## src/rtl/isa_pkg.sv

```systemverilog
`default_nettype none
// ----------------------------------------------------------------------------
// Module  : isa_pkg
// Brief   : ISA constants, output FSM states and the long-instruction rule.
// Revision: 1.0
// ----------------------------------------------------------------------------
package isa_pkg;

  localparam int IW_DEF      = 8;
  localparam int OPW_DEF     = 4;
  localparam int FIELD_W_DEF = IW_DEF - OPW_DEF;

  typedef enum logic [0:0] {
    S_EMPTY = 1'b0,
    S_VALID = 1'b1
  } ir_state_e;

  // Only the opcode MSB decides instruction length, so the caller passes that bit.
  function automatic logic is_long(input logic opcode_msb);
    return opcode_msb;
  endfunction

endpackage
`default_nettype wire

```

## src/rtl/ir_fifo.sv

```systemverilog
`default_nettype none
// ----------------------------------------------------------------------------
// Module  : ir_fifo
// Brief   : Prefetch FIFO with pop-1/pop-2 and head/head+1 visibility.
// Revision: 1.0
// ----------------------------------------------------------------------------
module ir_fifo #(
  parameter  int W     = 8,
  parameter  int DEPTH = 4,
  localparam int AW    = $clog2(DEPTH),
  localparam int CW    = AW + 1
) (
  input  logic          CLK,
  input  logic          CLB,
  input  logic          flush_i,
  input  logic          push_i,
  input  logic [W-1:0]  wdata_i,
  input  logic [1:0]    pop_i,
  output logic [W-1:0]  head_o,
  output logic [W-1:0]  head1_o,
  output logic [CW-1:0] count_o
);

  logic [W-1:0]  mem_q [DEPTH];
  logic [AW-1:0] rd_ptr_q, rd_ptr_d;
  logic [AW-1:0] wr_ptr_q, wr_ptr_d;
  logic [CW-1:0] count_q, count_d;
  logic [AW-1:0] rd_nxt;

  assign rd_nxt  = rd_ptr_q + AW'(1);
  assign head_o  = mem_q[rd_ptr_q];
  assign head1_o = mem_q[rd_nxt];
  assign count_o = count_q;

  always_comb begin
    rd_ptr_d = rd_ptr_q;
    wr_ptr_d = wr_ptr_q;
    count_d  = count_q;
    if (flush_i) begin
      rd_ptr_d = '0;
      wr_ptr_d = '0;
      count_d  = '0;
    end else begin
      // Pointers are AW bits wide, so wrap modulo DEPTH is implicit.
      rd_ptr_d = rd_ptr_q + AW'(pop_i);
      wr_ptr_d = wr_ptr_q + AW'(push_i);
      count_d  = count_q + CW'(push_i) - CW'(pop_i);
    end
  end

  always_ff @(posedge CLK or posedge CLB) begin
    if (CLB) begin
      rd_ptr_q <= '0;
      wr_ptr_q <= '0;
      count_q  <= '0;
    end else begin
      rd_ptr_q <= rd_ptr_d;
      wr_ptr_q <= wr_ptr_d;
      count_q  <= count_d;
    end
  end

  always_ff @(posedge CLK) begin
    if (push_i) begin
      mem_q[wr_ptr_q] <= wdata_i;
    end
  end

endmodule
`default_nettype wire

```

## src/rtl/instr_prefetch_reg.sv

```systemverilog
`default_nettype none
// ----------------------------------------------------------------------------
// Module  : instr_prefetch_reg
// Brief   : Instruction register with prefetch queue and two-word instructions.
// Revision: 1.0
// ----------------------------------------------------------------------------
module instr_prefetch_reg
  import isa_pkg::*;
#(
  parameter int IW    = IW_DEF,
  parameter int OPW   = OPW_DEF,
  parameter int DEPTH = 4
) (
  input  logic             CLK,
  input  logic             CLB,
  input  logic             LoadIR,
  input  logic [IW-1:0]    Instruction,
  output logic             IR_Ready,
  input  logic             Flush,
  input  logic             Advance,
  output logic             IRValid,
  output logic [OPW-1:0]   Opcode,
  output logic [IW-OPW-1:0] Immediate,
  output logic [IW-OPW-1:0] RegAddress,
  output logic             IsLong,
  output logic [IW-1:0]    ExtImm
);

  localparam int FW = IW - OPW;
  localparam int CW = $clog2(DEPTH) + 1;

  ir_state_e     state_q, state_d;
  logic [OPW-1:0] opcode_q, opcode_d;
  logic [FW-1:0]  imm_q, imm_d;
  logic           long_q, long_d;
  logic [IW-1:0]  ext_q, ext_d;

  logic [IW-1:0]  head_w, head1_w;
  logic [CW-1:0]  count_w;
  logic           head_long_w, head_ready_w, load_w, push_w;
  logic [1:0]     pop_w;

  assign IR_Ready     = (count_w != CW'(DEPTH));
  assign push_w       = LoadIR && IR_Ready && !Flush;
  assign head_long_w  = is_long(head_w[IW-1]);
  assign head_ready_w = head_long_w ? (count_w >= CW'(2)) : (count_w >= CW'(1));
  assign load_w       = ((state_q == S_EMPTY) || Advance) && head_ready_w;
  assign pop_w        = load_w ? (head_long_w ? 2'd2 : 2'd1) : 2'd0;

  ir_fifo #(
    .W     (IW),
    .DEPTH (DEPTH)
  ) u_fifo (
    .CLK     (CLK),
    .CLB     (CLB),
    .flush_i (Flush),
    .push_i  (push_w),
    .wdata_i (Instruction),
    .pop_i   (pop_w),
    .head_o  (head_w),
    .head1_o (head1_w),
    .count_o (count_w)
  );

  always_comb begin
    state_d  = state_q;
    opcode_d = opcode_q;
    imm_d    = imm_q;
    long_d   = long_q;
    ext_d    = ext_q;
    if (Flush) begin
      state_d  = S_EMPTY;
      opcode_d = '0;
      imm_d    = '0;
      long_d   = 1'b0;
      ext_d    = '0;
    end else if (load_w) begin
      state_d  = S_VALID;
      opcode_d = head_w[IW-1:FW];
      imm_d    = head_w[FW-1:0];
      long_d   = head_long_w;
      ext_d    = head_long_w ? head1_w : '0;
    end else if ((state_q == S_VALID) && Advance) begin
      state_d = S_EMPTY;
    end
  end

  always_ff @(posedge CLK or posedge CLB) begin
    if (CLB) begin
      state_q  <= S_EMPTY;
      opcode_q <= '0;
      imm_q    <= '0;
      long_q   <= 1'b0;
      ext_q    <= '0;
    end else begin
      state_q  <= state_d;
      opcode_q <= opcode_d;
      imm_q    <= imm_d;
      long_q   <= long_d;
      ext_q    <= ext_d;
    end
  end

  assign IRValid    = (state_q == S_VALID);
  assign Opcode     = opcode_q;
  assign Immediate  = imm_q;
  assign RegAddress = imm_q;
  assign IsLong     = long_q;
  assign ExtImm     = ext_q;

endmodule
`default_nettype wire

```

## config.mk

```make
export PLATFORM = sky130hd
export DESIGN_NAME = instr_prefetch_reg
export DESIGN_NICKNAME = d
export VERILOG_FILES = /design/src/rtl/isa_pkg.sv /design/src/rtl/ir_fifo.sv /design/src/rtl/instr_prefetch_reg.sv
export SDC_FILE = /design/constraint.sdc
export NUM_CORES = 1
export LEC_CHECK = 0
export ABC_CLOCK_PERIOD_IN_PS = 5900
export BUFFER_PORTS_ARGS = -buffer_cell sky130_fd_sc_hd__buf_2
export CORE_MARGIN = 2
export CORE_UTILIZATION = 25
export DETAILED_ROUTE_END_ITERATION = 10
export PLACE_DENSITY = 0.39
export SLEW_MARGIN = 20
export SYNTH_ARGS = -nofsm -noshare
export SYNTH_HDL_FRONTEND = slang
export SYNTH_HIERARCHICAL = 1
export SYNTH_SLANG_ARGS = --single-unit
```

## constraint.sdc

```tcl
create_clock -name CLK -period 5.9 [get_ports CLK]
set_clock_uncertainty 0.05 [all_clocks]
set_input_delay 0.295 -clock CLK [delete_from_list [all_inputs] [get_ports CLK]]
set_output_delay 0.295 -clock CLK [all_outputs]
set_load 0.01 [all_outputs]
```

### Word-level counts from Yosys, hierarchy flattened

Memories as Yosys holds them, arrays and structs flattened.
Cells that the tools add are included.

* bits in registers: 25
* RAM bits: 32
* input port bits: 13
* output and inout bits: 23
* logic and storage cells: 46
* memories: 1

* add/subtract/negate cells: 5
* magnitude comparators: 2
* eq/ne operators: 1
* muxes and demuxes: 20
* bitwise gates (word level): 1
* reductions and logical operators: 8

Memories
* u_fifo.mem_q: words 4, width 8, read ports 2, clocked after memory_dff 0, write ports 1, line ir_fifo.sv:24 `logic [W-1:0] mem_q [DEPTH];`

Operator list (count)
* 2-to-1 mux 8 bit: 3
* 2-to-1 mux 4 bit: 4
* 2-to-1 mux 1 bit: 8
* 2-to-1 mux 2 bit: 4
* logical AND 1 bit: 4
* adder 3 x 1 -> 3 bit: 1
* greater-or-equal comparator 3 x 1 -> 1 bit, second input constant: 1
* greater-or-equal comparator 3 x 2 -> 1 bit, second input constant: 1
* 2-to-1 mux 3 bit: 1
* inequality test 3 bit, second input constant: 1
* nonzero test 3 bit: 1
* subtractor 3 x 2 -> 3 bit: 1
* adder 2 x 1 -> 2 bit: 1
* adder 2 x 1 -> 2 bit, second input constant: 1
* adder 2 bit: 1
* nonzero test 2 bit: 1
* logical NOT 1 bit: 1
* logical OR 1 bit: 1
* inverter 1 bit: 1

### Depth between registers and ports, before layout

Gate-level depths: netlist (run 1).

* depth in word-level cells: 6
* mapped depth: 13
* gate-level depth less buffers: 11

### By module

Netlist (run 1), hierarchy kept.

Modules (own cells, without submodules)
* ir_fifo: instances 1, cells an instance 86, area an instance 1786.7 um2, sequential area each 1136.1 um2
* instr_prefetch_reg: instances 1, cells an instance 87, area an instance 923.4 um2, sequential area each 425.4 um2

### Worst setup path before layout (run 1)

Ideal clock, no wire load.

* path kind: flip-flop to flip-flop
* start point: register u_fifo.rd_ptr_q[1]
* end point: register u_fifo.count_q[2], in the netlist u_fifo/count_o[2]
* setup time: 0.114 ns
* arrival: 2.781 ns
* required time: 5.736 ns
* slack: 2.955 ns
* stages on the path, launching flop included: 14
* buffers on the path: 3
* period minus slack after synthesis: 2.945 ns
* cell sequence: dfrtp_1 buf_6 mux4_1 nor2b_2 o31a_1 buf_6 buf_12 and2_1 inv_1 ha_1 inv_1 fa_1 xnor3_1 nor2_1

* longest elaborated chain between the ends: 6
* elaborated cells on any way between the ends: 7
* those cells by class: 1 x add/sub; 4 x mux; 1 x reduce/logical; 1 x memory

RTL lines
* start, declared: line ir_fifo.sv:25 `logic [AW-1:0] rd_ptr_q, rd_ptr_d;`
* start signal, assigned: line ir_fifo.sv:57 `rd_ptr_q <= rd_ptr_d;`
* memory (4 x 8 bit) *
* named net head_w[7]: line instr_prefetch_reg.sv:38 `logic [IW-1:0] head_w, head1_w;`
* 2-to-1 mux 1 bit: line instr_prefetch_reg.sv:46 `assign head_ready_w = head_long_w ? (count_w >= CW'(2)) : (count_w >= CW'(1));`
* logical AND 1 bit: line instr_prefetch_reg.sv:47 `assign load_w = ((state_q == S_EMPTY) || Advance) && head_ready_w;`
* 2-to-1 mux 2 bit *: line instr_prefetch_reg.sv:48 `assign pop_w = load_w ? (head_long_w ? 2'd2 : 2'd1) : 2'd0;`
* named net pop_w[1]: line instr_prefetch_reg.sv:41 `logic [1:0] pop_w;`
* subtractor 3 x 2 -> 3 bit *: line ir_fifo.sv:47 `count_d = count_q + CW'(push_i) - CW'(pop_i);`
* 2-to-1 mux 3 bit *: line ir_fifo.sv:39 `if (flush_i) begin`
* named net u_fifo.count_d[2]: line ir_fifo.sv:27 `logic [CW-1:0] count_q, count_d;`
* end signal, assigned: line ir_fifo.sv:59 `count_q <= count_d;`
* end, declared: line ir_fifo.sv:27

The timed path passes the listed nets; every way through them passes the cells marked *.
A chain may end at the register's enable or synchronous reset.

### Worst setup path after layout (run 1)

Ends and elaborated chain as after synthesis.

==> run metrics, run 1 <==
outcome=complete, no violations; first-pass GRT wire length=8450 um; crit path DAT=3.52 ns; DIE AREA=11,700 um2; Max rail drop VDD=0.125 mV; final setup TNS=0 ns; Final period util=0.574; unrepaired setup endpoints after global routing=false; Initial Util=0.253; clk root buf=clkbuf_8; max frequency=0.295 GHz; CTS buffer count=5; reg2reg end=u_fifo/count_o[2]; WL/cell=15.1 um; Worst Hold Class=input pin to register; Core Region=10,700 um2; port buffer count=35; sequential fraction of the synthesis area=0.576; nets@finish=222; CTS Buffer Depth=2; hold endpoint=u_fifo/mem_q[1][5]; post_cts resized=0; r2r worst-path depth=11; routability congestion estimate=0.660; Total GRT Usage=0.0973; cell taking the most area after synthesis=edfxtp_1; chip width=108 um; cell count after synthesis=173; Max-slew headroom=0.389; Area Overhead vs Synth=12.1%; Mapped Nets=192; gr ovfl total=0; Worst Setup Start Kind=register; Crit Path Category=register to register; CTS clk-pin slew, worst paths=0.10 ns; hold depth=1; post-synth top area share=0.355; CTS sink count=56; Leak=1.23 nW; Mapped Area=2710 um2; Die Ht=108 um; flop-to-flop setup slack=2.51 ns; antenna violations before repair=0; vias=1,427; Final Core Density=0.284; TritonCTS clock tree=yes; vias per inst=4.15; Slew Viols, Final=0; Core Rows=38; Worst-Skew Late Latency=0.31 ns; RR Startpoint=u_fifo/rd_ptr_q[1]; HPWL after DPL=3640 um; Synth area leaders=edfxtp_1 (35%), dfrtp_1 (22%), mux4_2 (8.3%), mux4_1 (5.8%), mux2i_1 (5.5%); Maximum Capacitance Violations=0; HP Start=Instruction[5]; drt drc=0; Antenna Cells=0; YS warnings=6; number of global-route vias before repair=1,507; Netlist cell types=32; Hold Fails Final Rpt=0; largest net degree at the start of global routing=34; fin crit period=3.39 ns; layout cells sized above 1=0.270; Top Ports=36; Yosys reg bits=56; Post-DRT Antenna Nets=0; Critical Path End Type=register; setup bufs post-CTS=0; CP max FO=17; PD cells=395 nW/um2; Total Wirelength=5190 um; measured slew at the worst slew-check pin=0.917 ns; Iter 0 DRT Violations=89; htree depth=2; # setup viols final=0; router iterations before antenna repair=4; Avg Cell Area, Syn=15.7 um2; hold_buf cts=1; Req. time, crit path=6.04 ns
state kept, by name, summed over array words and instances, names as in the netlist:
name and cells:
u_fifo/mem_q 32, u_fifo/count_o 3, u_fifo/rd_ptr_q 2, ExtImm 8, Opcode 4, Immediate 4
IRValid 1, u_fifo/wr_ptr_q 2
through the flow:
| stage | setup slack [ns] | area, um2 | power, mW | hold WS (ns) | instances |
|---|---|---|---|---|---|
| after detailed placement | 2.46 | 2950 | 1.02 | 0.215 | 335 |
| final | 2.51 | 3040 | 1.20 | 0.155 | 344 |
| after global routing | 2.17 | 3040 | 1.29 | 0.147 | 344 |
| after floorplan | 2.95 | 2710 | 0.948 | 0.0484 | 173 |
| after global placement | 2.50 | 2950 | 1.02 | 0.221 | 335 |
| after CTS | 2.42 | 3040 | 1.23 | 0.140 | 344 |
cell usage in the layout, fill, tap and decap left out, drive strengths merged, types with 5 or more instances in the layout:
cell type,n
mux2i,15
nor2,7
ha,5
nand2,10
mux4,16
edfxtp,32
buf,36
inv,7
nor2b,6
clkbuf,7
nand2b,22
dfrtp,24
worst max path at each step:
| stage | from | cells past startpoint | slack (ns) | to |
|---|---|---|---|---|
| 2_1_floorplan | u_fifo/rd_ptr_q[1] | 13 | 2.95 | u_fifo/count_o[2] |
| 3_3_place_gp | u_fifo/rd_ptr_q[1] | 11 | 2.50 | u_fifo/count_o[2] |
| 3_5_place_dp | u_fifo/rd_ptr_q[1] | 11 | 2.46 | u_fifo/count_o[2] |
| 4_1_cts | u_fifo/rd_ptr_q[1] | 11 | 2.42 | u_fifo/count_o[2] |
| 5_1_grt | u_fifo/rd_ptr_q[1] | 11 | 2.17 | u_fifo/count_o[2] |
| 6_report | u_fifo/rd_ptr_q[1] | 11 | 2.51 | u_fifo/count_o[2] |
cell usage after synthesis:
master	number
a21oi_1	1
and2_1	1
and3_1	1
and3b_1	2
buf_12	2
buf_2	1
buf_4	6
buf_6	2
clkbuf_1	2
clkbuf_2	1
dfrtp_1	24
edfxtp_1	32
fa_1	1
ha_1	5
inv_1	7
mux2_2	1
mux2i_1	15
mux4_1	6
mux4_2	10
nand2_1	10
nand2b_1	22
nor2_1	7
nor2b_1	5
nor2b_2	1
nor3_1	1
nor3b_1	1
o31a_1	1
o31ai_1	1
or2b_1	1
xnor2_1	1
xnor3_1	1
xnor3_4	1
layout make-up:
cell class	instances	area [um2]
sequential	56	1560
clock buffer	7	76.3
tap	140	175
fill	1095	7660
timing repair buffer	37	193
multi-input combinational	96	1000
inverter	7	26.3
clock inverter	1	3.75
power breakdown:
group          switching (mW)  total [mW]  leakage, nW  internal, mW
combinational           0.195       0.443        0.582         0.247
sequential             0.0778       0.555        0.613         0.477
clock                   0.120       0.204       0.0399        0.0832
layer usage:
metal / wire [um] / global-route usage
met1: 2580 / 0.134
met2: 2380 / 0.152
met3: 169 / 0.0217
met4: 65 / 0.0330
met5: 0 / 0
cell families after synthesis:
logic type	after synthesis	share of synthesized area
fa+ha+maj	6	0.0305
xor+xnor	3	0.0212
flops	56	0.576
compound gates	3	0.00785
buf+inv	21	0.0559
simple gates	52	0.108
mux	32	0.201
critical path, cell delays in order (launching register included):
cell and delay (ns):
dfrtp_1 0.96, mux4_1 0.73, nor2b_2 0.19, o31ai_1 0.10, nor2_1 0.16, ha_1 0.25, inv_1 0.05, ha_1 0.13
inv_1 0.05, fa_1 0.36, xnor3_1 0.20, nor2_1 0.04
No activity file was read; power rests on OpenSTA's default activity.
==> run 2, diff against run 1 <==
--- a/config.mk
+++ b/config.mk
@@ -5,12 +5,12 @@
 export SDC_FILE = /design/constraint.sdc
 export NUM_CORES = 1
 export LEC_CHECK = 0
-export ABC_CLOCK_PERIOD_IN_PS = 5900
+export ABC_CLOCK_PERIOD_IN_PS = 3100
 export BUFFER_PORTS_ARGS = -buffer_cell sky130_fd_sc_hd__buf_2
 export CORE_MARGIN = 2
 export CORE_UTILIZATION = 25
 export DETAILED_ROUTE_END_ITERATION = 10
-export PLACE_DENSITY = 0.39
+export PLACE_DENSITY = 0.4
 export SLEW_MARGIN = 20
 export SYNTH_ARGS = -nofsm -noshare
 export SYNTH_HDL_FRONTEND = slang
==> constraint.sdc (replaced) <==
create_clock -name CLK -period 3.1 [get_ports CLK]
set_clock_uncertainty 0.05 [all_clocks]
set_input_delay 0.155 -clock CLK [delete_from_list [all_inputs] [get_ports CLK]]
set_output_delay 0.155 -clock CLK [all_outputs]
set_load 0.01 [all_outputs]
==> run metrics, run 2 (synthesis results as in run 1) <==
Antenna Cells=0 (unchanged); Final period util=0.865 (+0.291); Post-DRT Antenna Nets=0 (unchanged); Most Crowded Layer GR=met2; Critical-path top delay cell=mux4_1; TritonCTS clock tree=yes; gr ovfl total=0 (unchanged); Total Wirelength=5060 um (-2.5%); fin crit period=2.68 ns (-0.705 ns); CTS Buffer Depth=2 (unchanged); Total GRT Usage=0.0918 (-0.00550); post_cts resized=0 (unchanged); critical path, cell by cell=mux4_1 > nor2b_2 > o31a_1 > and2_1 > inv_1 > ha_1 > inv_1 > fa_1 > xnor3_1 > nor2_1; largest net degree at the start of global routing=34 (unchanged); register area=1560 um2 (unchanged); outcome=complete, no violations; Crit Path Category=register to register; measured slew at the worst slew-check pin=0.699 ns (-0.218 ns); Global Route met1 Usage=0.121 (-0.0129); # setup viols final=0 (unchanged); vias per inst=4.13 (-0.37%); layout cells sized above 1=0.285 (+0.0154); PD cells=749 nW/um2 (+89%); area occupied by multi-input gates=997 um2 (-0.50%); Core Rows=38 (unchanged); final hold slack=0.0152 ns (-0.140 ns); Most flops, register=u_fifo/mem_q; router iterations before antenna repair=4 (unchanged); setup bufs post-CTS=0 (unchanged); CTS sink count=56 (unchanged); Top Ports=36 (unchanged); Worst Hold Class=input pin to register; Slew Viols, Final=0 (unchanged); number of global-route vias before repair=1,483 (-1.6%); routability congestion estimate=0.667 (+1.0%); nets@finish=232 (+4.5%); most frequent cell on the critical path=inv_1; Leak=1.29 nW (+4.4%); final instance area=3140 um2 (+3.4%); CP max FO=4 (-13); Die Ht=108 um (unchanged); HPWL after DPL=3520 um (-3.1%); port buffer count=35 (unchanged); FILL cells=1,090 (-0.46%); Req. time, crit path=3.24 ns (-2.80 ns); most frequent cells in the layout=buf_2 (35), edfxtp_1 (32), dfrtp_1 (24); grt met2 use=0.151 (-0.00135); antenna violations before repair=0 (unchanged); Worst-Skew Late Latency=0.31 ns (about the same); clk root buf=clkbuf_8; Core Region=10,700 um2 (unchanged); Non-Filler Instances=354 (+2.9%); number of flip-flops in the largest register=32 (unchanged); htree depth=2 (unchanged); Worst Setup Start Kind=register; Post-Place Cell Area=2970 um2 (+0.85%); placed insts=339 (+1.2%); Iter 0 DRT Violations=64 (-28%); drt drc=0 (unchanged); most common cell after layout, fill and taps aside=buf_2; DIE AREA=11,700 um2 (unchanged); Initial Util=0.253 (unchanged); GR Util met3=0.0181 (-0.00362); Final Core Density=0.294 (+0.00959); Maximum Capacitance Violations=0 (unchanged); crit path DAT=2.82 ns (-0.70 ns); Power Total=2.35 mW (+96%); Max rail drop VDD=0.312 mV (+150%); Hold Fails Final Rpt=0 (unchanged); WL/cell=14.3 um (-5.3%); max frequency=0.373 GHz (+26%); vias=1,463 (+2.5%); Max-slew headroom=0.534 (+0.145); first-pass GRT wire length=8090 um (-4.2%); fin worst setup slack=0.419 ns (-2.09 ns); unrepaired setup endpoints after global routing=false; CTS clk-pin slew, worst paths=0.11 ns (about the same); final setup TNS=0 ns (unchanged); Critical Path End Type=register; pre-CTS setup slack=0.399 ns (-2.06 ns); CTS buffer count=5 (unchanged); chip width=108 um (unchanged); max incr delay on CP=0.62 ns (-0.34 ns); Area Overhead vs Synth=15.9%
run 2: layout make-up:
| cell class | instances | share of cell area |
|---|---|---|
| flip-flops and latches | 56 | 0.497 |
| multi-input cells | 96 | 0.318 |
| repair buffers | 47 | 0.0900 |
| well taps | 140 | 0.0558 |
| clock buffers | 5 | 0.0219 |
| clock inverters | 3 | 0.00916 |
| inverters | 7 | 0.00837 |
run 2: metal layers:
metal  vias up  routed length (um)  part of all wire
li1        700                   -                 -
met3         5                 199             0.039
met5         -                   0                 0
met1       728                2370              0.47
met2        30                2410              0.48
met4         0                  85             0.017
run 2: what timing repair did:
| item | 4_1_cts | 5_1_grt |
|---|---|---|
| endpoints found under the setup margin | 0 | 0 |
| endpoints found under the hold margin | 41 | 4 |
| hold buffers | 6 | 1 |
run 2: worst max-delay path, delay by kind of cell (launching register included):
family / cells / cell delay (ns)
adder cells (fa/ha/maj): 2 / 0.68
buffers and inverters: 2 / 0.10
AO/OA/AOI/OAI: 1 / 0.16
flip-flops: 1 / 0.37
XOR/XNOR: 1 / 0.20
AND/OR/NAND/NOR: 3 / 0.39
multiplexers: 1 / 0.62
run 2: power by group:
group	switching (mW)	internal, mW	leakage [nW]
clock	0.263	0.171	0.0511
sequential	0.0756	0.909	0.613
combinational	0.444	0.489	0.625
run 2: path summary, 6_finish.rpt:
check | start | to | slack (ns) | cells after the start
worst max register to register | u_fifo/rd_ptr_q[1] | u_fifo/count_o[2] | 0.42 | 10
worst min register to register | Opcode[0] | Opcode[0] | 0.50 | 2
worst min-delay path | Instruction[7] | u_fifo/mem_q[0][7] | 0.02 | 1
worst max-delay path | u_fifo/rd_ptr_q[1] | u_fifo/count_o[2] | 0.42 | 10
min in group asynchronous | CLB | u_fifo/count_o[1] | 0.28 | 3
max in group asynchronous | CLB | Opcode[0] | 2.12 | 3
==> run 3, diff against run 2 <==
--- a/config.mk
+++ b/config.mk
@@ -11,6 +11,7 @@
 export CORE_UTILIZATION = 25
 export DETAILED_ROUTE_END_ITERATION = 10
 export PLACE_DENSITY = 0.4
+export RECOVER_POWER = 25
 export SLEW_MARGIN = 20
 export SYNTH_ARGS = -nofsm -noshare
 export SYNTH_HDL_FRONTEND = slang
==> run metrics, run 3 (synthesis results as in run 1) <==
most frequent cell on the critical path=inv_1; Leak=1.27 nW (-1.7%); antenna violations before repair=0 (unchanged); PD cells=751 nW/um2 (+0.26%); post_cts resized=0 (unchanged); Worst Hold Class=input pin to register; Worst Setup Start Kind=register; chip width=108 um (unchanged); gr ovfl total=0 (unchanged); router iterations before antenna repair=4 (unchanged); Most flops, register=u_fifo/mem_q; most common cell after layout, fill and taps aside=edfxtp_1; Maximum Capacitance Violations=0 (unchanged); largest net degree at the start of global routing=34 (unchanged); final instance area=3130 um2 (-0.32%); WL/cell=14.3 um (about the same); most frequent cells in the layout=edfxtp_1 (32), buf_2 (27), dfrtp_1 (24); routability congestion estimate=0.667 (unchanged); Antenna Cells=0 (unchanged); Initial Util=0.253 (unchanged); Iter 0 DRT Violations=62 (-3.1%); Post-Place Cell Area=2970 um2 (unchanged); CP top delay family=adder cells; FILL cells=1,095 (+0.46%); first-pass GRT wire length=8090 um (unchanged); Critical Path End Type=register; max frequency=0.372 GHz (-0.30%); number of global-route vias before repair=1,483 (unchanged); outcome=complete, no violations; pre-CTS setup slack=0.399 ns (unchanged); layout cells sized above 1=0.248 (-0.0374); Core Region=10,700 um2 (unchanged); CTS clk-pin slew, worst paths=0.11 ns (about the same); drt drc=0 (unchanged); DIE AREA=11,700 um2 (unchanged); fin crit period=2.69 ns (+0.00796 ns); Die Ht=108 um (unchanged); CTS sink count=56 (unchanged); Total Wirelength=5060 um (about the same); CTS Buffer Depth=2 (unchanged); Area Overhead vs Synth=15.5%; Req. time, crit path=3.24 ns (about the same); number of flip-flops in the largest register=32 (unchanged); crit path DAT=2.83 ns (about the same); hold_buf cts=6 (unchanged); critical path, cell by cell=mux4_1 > nor2b_2 > o31a_1 > and2_1 > inv_1 > ha_1 > inv_1 > fa_1 > xnor3_1 > nor2_1; measured slew at the worst slew-check pin=0.699 ns (-0.0000783 ns); # setup viols final=0 (unchanged); TritonCTS clock tree=yes; Post-DRT Antenna Nets=0 (unchanged); HPWL after DPL=3520 um (unchanged); Core Rows=38 (unchanged); Slew Viols, Final=0 (unchanged); Critical-path top delay cell=mux4_1; Worst-Skew Late Latency=0.31 ns (about the same); clk root buf=clkbuf_8; Crit Path Category=register to register; CTS buffer count=5 (unchanged); fin worst setup slack=0.411 ns (-0.00796 ns); Top Ports=36 (unchanged); Final period util=0.867 (+0.00257); max incr delay on CP=0.62 ns (about the same); vias=1,466 (+0.21%); vias per inst=4.14 (+0.21%); nets@finish=232 (unchanged); Max rail drop VDD=0.311 mV (-0.32%); Buf+Inv Stages, Crit Path=2 (unchanged); final setup TNS=0 ns (unchanged); Total GRT Usage=0.0918 (unchanged); Max-slew headroom=0.534 (about the same); setup bufs post-CTS=0 (unchanged); port buffer count=35 (unchanged); Hold Fails Final Rpt=0 (unchanged); htree depth=2 (unchanged); unrepaired setup endpoints after global routing=false; CP max FO=4 (unchanged)
-- run 3: changes by cell type in the layout (fill, tap and decap cells not counted) --
cell / before / now
clkbuf_1: 0 / 8
buf_2: 35 / 27
-- run 3: layout make-up --
class	count	area (um2)	share of cell area
flip-flops and latches	56	1560	0.499
inverters	7	26.3	0.00839
multi-input cells	96	997	0.319
clock inverters	3	28.8	0.00919
clock buffers	5	68.8	0.0220
repair buffers	47	273	0.0871
well taps	140	175	0.0560
-- run 3: per-layer routing --
layer / share of wire / vias to the layer above / wire length (um) / track usage
li1: - / 700 / - / -
met1: 0.47 / 728 / 2380 / 0.121
met2: 0.47 / 33 / 2390 / 0.151
met3: 0.040 / 5 / 202 / 0.0181
met4: 0.017 / 0 / 85 / 0.0330
met5: 0 / - / 0 / 0
-- run 3: worst reg2reg max path, delay by kind of cell (launching register included) --
kind	cells	cell delay, ns
fa+ha+maj	2	0.68
mux	1	0.62
simple gates	3	0.39
flops	1	0.37
xor+xnor	1	0.20
compound gates	1	0.16
buf+inv	2	0.10
-- run 3: worst paths after layout --
path                               startpoint                 end  slack, ns  depth (start not counted)
min in group asynchronous                 CLB   u_fifo/count_o[1]       0.27                          3
min                            Instruction[7]  u_fifo/mem_q[0][7]       0.07                          1
min reg2reg                         Opcode[0]           Opcode[0]       0.50                          2
max                        u_fifo/rd_ptr_q[1]   u_fifo/count_o[2]       0.41                         10
max reg2reg                u_fifo/rd_ptr_q[1]   u_fifo/count_o[2]       0.41                         10
max in group asynchronous                 CLB           Opcode[0]       2.13                          3
-- run 3: power breakdown --
part	total (mW)	internal (mW)	leakage, nW	switching, mW
sequential	0.986	0.909	0.613	0.0761
clock	0.433	0.171	0.0511	0.262
combinational	0.932	0.487	0.603	0.445
-- run 3: stage by stage --
stage / cells / utilization / power (mW) / hold WS, ns
after floorplan: 173 / - / 1.80 / -0.0916
after global placement: 339 / 0.278 / 1.96 / 0.0841
after detailed placement: 339 / 0.278 / 1.95 / 0.0840
after CTS: 353 / 0.293 / 2.40 / 0.00441
after global routing: 354 / 0.293 / 2.53 / 0.0736
final: 354 / 0.293 / 2.35 / 0.0725
